===== config.mk =====
export PLATFORM = sky130hd
export DESIGN_NAME = pwm_timer_core
export DESIGN_NICKNAME = d
export VERILOG_FILES = /design/src/rtl/pwm_timer_core.sv
export SDC_FILE = /design/constraint.sdc
export NUM_CORES = 1
export LEC_CHECK = 0
export CAP_MARGIN = 20
export CORE_MARGIN = 4
export CORE_UTILIZATION = 48
export CTS_CLUSTER_DIAMETER = 80
export DETAILED_ROUTE_END_ITERATION = 8
export GPL_TIMING_DRIVEN = 0
export PLACE_DENSITY = 0.7
export SYNTH_ARGS = -nofsm -noshare
export SYNTH_HDL_FRONTEND = slang
export SYNTH_SLANG_ARGS = --single-unit

===== constraint.sdc =====
create_clock -name clk -period 10.9 [get_ports clk]
set_clock_uncertainty 0.1 [all_clocks]
set_input_delay 2.18 -clock clk [delete_from_list [all_inputs] [get_ports clk]]
set_output_delay 2.18 -clock clk [all_outputs]
set_load 0.05 [all_outputs]

===== src/rtl/pwm_timer_core.sv =====
// Multi-channel PWM timebase with prescaler, edge/centre-aligned counting and
// double-buffered period/duty registers.
module pwm_timer_core #(
  parameter int unsigned WIDTH      = 8,
  parameter int unsigned CHANNELS   = 4,
  parameter int unsigned PRESCALE_W = 12
) (
  input  logic                                               clk,
  input  logic                                               rst,
  input  logic                                               en,
  input  logic                                               mode,
  input  logic [PRESCALE_W-1:0]                              prescale,
  input  logic                                               period_wr,
  input  logic [WIDTH-1:0]                                   period_in,
  input  logic                                               duty_wr,
  input  logic [((CHANNELS > 1) ? $clog2(CHANNELS) : 1)-1:0] duty_ch,
  input  logic [WIDTH-1:0]                                   duty_in,
  output logic [WIDTH-1:0]                                   count,
  output logic                                               dir,
  output logic                                               period_evt,
  output logic [CHANNELS-1:0]                                pwm_out
);

  localparam int unsigned CH_W = (CHANNELS > 1) ? $clog2(CHANNELS) : 1;

  logic [PRESCALE_W-1:0] pcnt;
  logic [WIDTH-1:0]      period_sh;
  logic [WIDTH-1:0]      period_act;
  logic [WIDTH-1:0]      duty_sh  [CHANNELS];
  logic [WIDTH-1:0]      duty_act [CHANNELS];
  logic                  mode_act;

  logic                  tick;
  logic                  ch_ok;
  logic [WIDTH-1:0]      count_next;
  logic                  dir_next;
  logic                  evt_next;
  logic [WIDTH-1:0]      period_next;
  logic                  mode_next;
  logic [WIDTH-1:0]      duty_next [CHANNELS];
  logic [CHANNELS-1:0]   pwm_next;

  assign tick  = (pcnt == prescale);
  assign ch_ok = (32'(duty_ch) < CHANNELS);

  // Counter next-state; period_sh is what period_act becomes at an event,
  // so the centre-aligned turn-around uses it to decide whether to step to 1.
  always_comb begin
    count_next = count;
    dir_next   = dir;
    evt_next   = 1'b0;
    if (tick) begin
      if (!mode_act) begin
        dir_next = 1'b1;
        if (count >= period_act) begin
          count_next = '0;
          evt_next   = 1'b1;
        end else begin
          count_next = count + WIDTH'(1);
        end
      end else if (dir) begin
        if (period_act == '0) begin
          count_next = '0;
          evt_next   = 1'b1;
        end else if (count >= period_act) begin
          dir_next   = 1'b0;
          count_next = period_act - WIDTH'(1);
        end else begin
          count_next = count + WIDTH'(1);
        end
      end else begin
        if (count == '0) begin
          dir_next   = 1'b1;
          evt_next   = 1'b1;
          count_next = (period_sh != '0) ? WIDTH'(1) : '0;
        end else begin
          count_next = count - WIDTH'(1);
        end
      end
    end
  end

  // Active values after this edge; compares use them so pwm tracks count exactly.
  always_comb begin
    period_next = evt_next ? period_sh : period_act;
    mode_next   = evt_next ? mode : mode_act;
    pwm_next    = '0;
    for (int i = 0; i < CHANNELS; i++) begin
      duty_next[i] = evt_next ? duty_sh[i] : duty_act[i];
      pwm_next[i]  = (count_next < duty_next[i]);
    end
  end

  // Shadow registers, written independently of en.
  always_ff @(posedge clk or negedge rst) begin
    if (!rst) begin
      period_sh <= '0;
      for (int i = 0; i < CHANNELS; i++) duty_sh[i] <= '0;
    end else begin
      if (period_wr) period_sh <= period_in;
      if (duty_wr && ch_ok) duty_sh[CH_W'(duty_ch)] <= duty_in;
    end
  end

  // Timebase, active registers and outputs.
  always_ff @(posedge clk or negedge rst) begin
    if (!rst) begin
      pcnt       <= '0;
      count      <= '0;
      dir        <= 1'b1;
      period_evt <= 1'b0;
      pwm_out    <= '0;
      period_act <= '0;
      mode_act   <= 1'b0;
      for (int i = 0; i < CHANNELS; i++) duty_act[i] <= '0;
    end else if (!en) begin
      pcnt       <= '0;
      count      <= '0;
      dir        <= 1'b1;
      period_evt <= 1'b0;
      pwm_out    <= '0;
      period_act <= period_sh;
      mode_act   <= mode;
      for (int i = 0; i < CHANNELS; i++) duty_act[i] <= duty_sh[i];
    end else begin
      pcnt       <= tick ? '0 : pcnt + PRESCALE_W'(1);
      count      <= count_next;
      dir        <= dir_next;
      period_evt <= evt_next;
      pwm_out    <= pwm_next;
      period_act <= period_next;
      mode_act   <= mode_next;
      for (int i = 0; i < CHANNELS; i++) duty_act[i] <= duty_next[i];
    end
  end

endmodule


==> flow_summary.ini <==
[logic_synthesis]
yosysUniqueCellTypes = 56
postSynth.asyncResetShare_pct = 100
ys.flop_type = dfrtp_1
synth_edf_count = 0
synth_cells = 554
avgSynthCellArea_um2 = 11.3
ys_ff_latch = 107
yosysSeqAreaShare_pct = 42.8
netlist_area_um2 = 6260
yosys_warnings = 0
syn_nets = 632

[power]
pwr-share-comb_pct = 18.7
clkPwrFrac_pct = 31.6
total_leakage_power_nw = 3.42
sequentialPowerShare_pct = 49.7
irDropWorstVdd_v = 0.000140
power_density_nw_per_um2 = 138
switchingPower_w = 0.000274
power.internal_w = 0.000728
switching_share_pct = 27.4

[placed_design]
place_ws_ns = 4.39
port_buffers = 48
dpl_cell_area_um2 = 6990
place.detailed.hpwl_um = 11000
globalplace.congestion = 0.882

[setup_path]
crit_start = prescale[1]
worstPathArrival_ns = 6.32
start_kind = primary input
reg2reg_depth = 14
cp_data_required_time_ns = 11.03
rrSetupSlack_ns = 5.71
crit_type = primary input to flip-flop
endpoint_kind = flip-flop
crit_fanout = 10
crit_path_end = pwm_out[2]
rr_startpoint = count[1]
timing.rr.end = pwm_out[1]

[clock_network]
ctsHoldBuffers = 0
insertion_delay_ns = 0.36
htree_levels = 3
cts_tree = yes
cts_buffers = 9
post-cts-setup-buffers = 0
clk_pin_slew_ns = 0.07
post_cts_resized = 0
cts_buffer_depth = 2
cts-root-buf = clkbuf_16
cts_sinks = 107

[sta]
finalWorstSetupSlack_ns = 4.72
slew_headroom_pct = 30.0
setup_tns_ns = 0
hold_viol = 0
slew_violations = 0
setup_viol = 0
min_period_ns = 6.18
clock.fmax_ghz = 0.162
fin_crit_sh_pct = 56.7
rsz0062_at_grt = no
worst_pin_slew_ns = 1.04

[drt]
drt_pre_antenna_iters = 5
routed_via_density = 5.80
drtIter0Drc = 453
totalWireLength_um = 14600
post_drt_wl_per_cell_um = 18.5
via_count = 4580
ant_nets = 0
remaining_drc_errors = 0

[floorplanning]
io_pins = 50
rows = 41
die_h_um = 122
core-area_um2 = 12700
die_area_um2 = 14900
initial_utilization_pct = 49.2
die_w_um = 122

[layout]
final_cell_mix = dfrtp_1, clkdlybuf4s50_1, ha_1
fin_area_um2 = 7270
area_growth_syn_to_layout_pct = 16.1
antenna-diode-count = 0
drive_gt1_share_pct = 11.7
fillCellCount = 1129
final_common_cell = dfrtp_1
nNetsFinal = 692

[flow_run]
cap_violations = 0

[grt]
grt_max_degree = 66
grt_first_pass_wirelength_um = 24600
antenna_found_initial = 0
grt-ovfl-total = 0
grt_usage_pct = 21.2
grt_pass1_vias = 4809

[run_status]
status = completed

[min_path]
worstHoldPathType = flip-flop to flip-flop
## cell type report
| class | count | area (um2) | area share [%] |
|---|---|---|---|
| Sequential cell | 107 | 2680 | 36.9 |
| Clock buffer | 9 | 225 | 3.10 |
| Timing Repair Buffer | 49 | 505 | 6.95 |
| Buffer | 20 | 123 | 1.69 |
| Multi-Input combinational cell | 397 | 3350 | 46.1 |
| Inverter | 30 | 113 | 1.55 |
| Tap cell | 172 | 215 | 2.96 |
| Clock inverter | 5 | 56.3 | 0.775 |
## registers in the layout, summed over array words and instances (netlist names)
name        count
period_act      8
pwm_out         4
period_sh       8
pcnt           12
mode_act        1
count           8
duty_sh        32
dir             1
period_evt      1
duty_act       32
## cell families (layout without fill, tap and decap cells)
kind of cell             count (synthesis)  count (layout)  share of synthesized area [%]
AO/OA/AOI/OAI                           89              89                           10.8
XOR/XNOR                                31              31                           4.34
multiplexers                           110             110                           19.2
AND/OR/NAND/NOR                        125             125                           10.7
buffers and inverters                   50             113                           3.76
flip-flops                             107             107                           42.8
adder cells (fa/ha/maj)                 42              42                           8.39
## synth_stat cells, types with 4 or more instances
cell	count	area, um2
dfrtp_1	106	2650
ha_1	42	526
mux2_1	40	450
mux2_2	40	450
inv_1	30	113
mux2i_1	30	300
nor2_1	29	109
nand2_1	22	82.6
a211oi_1	19	143
nand3_1	18	90.1
xor2_1	18	158
xnor2_1	13	114
and3_1	12	75.1
clkbuf_1	12	45.0
nor4_1	8	50.1
o21ai_0	8	40.0
a21o_1	7	52.6
a21oi_1	6	30.0
a31oi_1	6	37.5
buf_6	6	67.6
nor3_1	6	30.0
o41ai_1	6	52.6
or4_1	6	45.0
o32ai_1	5	43.8
a2111oi_0	4	35.0
and4_1	4	35.0
o2111ai_1	4	35.0
o21a_1	4	30.0
o31ai_1	4	30.0
## metal layers
layer  routed length (um)  GRT usage [%]  vias to the layer above  share of wire (%)
met5                    0              0                        -                  0
met4                  291           7.07                        0                2.0
met3                  625           3.92                       21                4.3
met2                 7220           35.6                      109                 49
met1                 6450           27.6                     2261                 44
li1                     -              -                     2189                  -
## power by group through the flow
| stage | sequential, W | combinational, W | clock (W) |
|---|---|---|---|
| 2_1_floorplan | 0.000499 | 0.000121 | 0 |
| 3_3_place_gp | 0.000502 | 0.000182 | 0 |
| 3_5_place_dp | 0.000506 | 0.000189 | 0 |
| 4_1_cts | 0.000498 | 0.000190 | 0.000327 |
| 5_1_grt | 0.000508 | 0.000211 | 0.000343 |
| 6_report | 0.000498 | 0.000187 | 0.000317 |
## stage by stage
step	power, W	hold WS (ns)	utilization, %	std cells
floorplan	0.000620	0.358	-	554
global placement	0.000684	0.368	54.7	774
detailed placement	0.000694	0.374	54.9	775
CTS	0.00102	0.391	57.1	789
global route	0.00106	0.399	57.1	789
finish	0.00100	0.386	57.1	789
## worst max-delay path, cell delays in order
cell and delay [ns]:
clkdlybuf4s50_1 0.42, xor2_1 0.18, nor4_1 0.40, and3_1 0.20, clkbuf_1 0.37, clkbuf_1 0.41, o41ai_1 0.16, nand2_1 0.12
nand3_1 0.21, ha_1 0.38, a21o_1 0.19, a21oi_1 0.21, nor2_1 0.06, or4_1 0.47, a211oi_1 0.34
## how the worst min path moves through the flow
stage / from / to / slack [ns] / cells past startpoint
floorplan: duty_act[10] / duty_act[10] / 0.36 / 1
global placement: duty_act[10] / duty_act[10] / 0.37 / 1
detailed placement: duty_sh[24] / duty_act[24] / 0.37 / 1
CTS: duty_act[7] / duty_act[7] / 0.39 / 1
global route: duty_act[18] / duty_act[18] / 0.40 / 1
finish: duty_act[7] / duty_act[7] / 0.39 / 1
(Power assumes the default switching activity.)
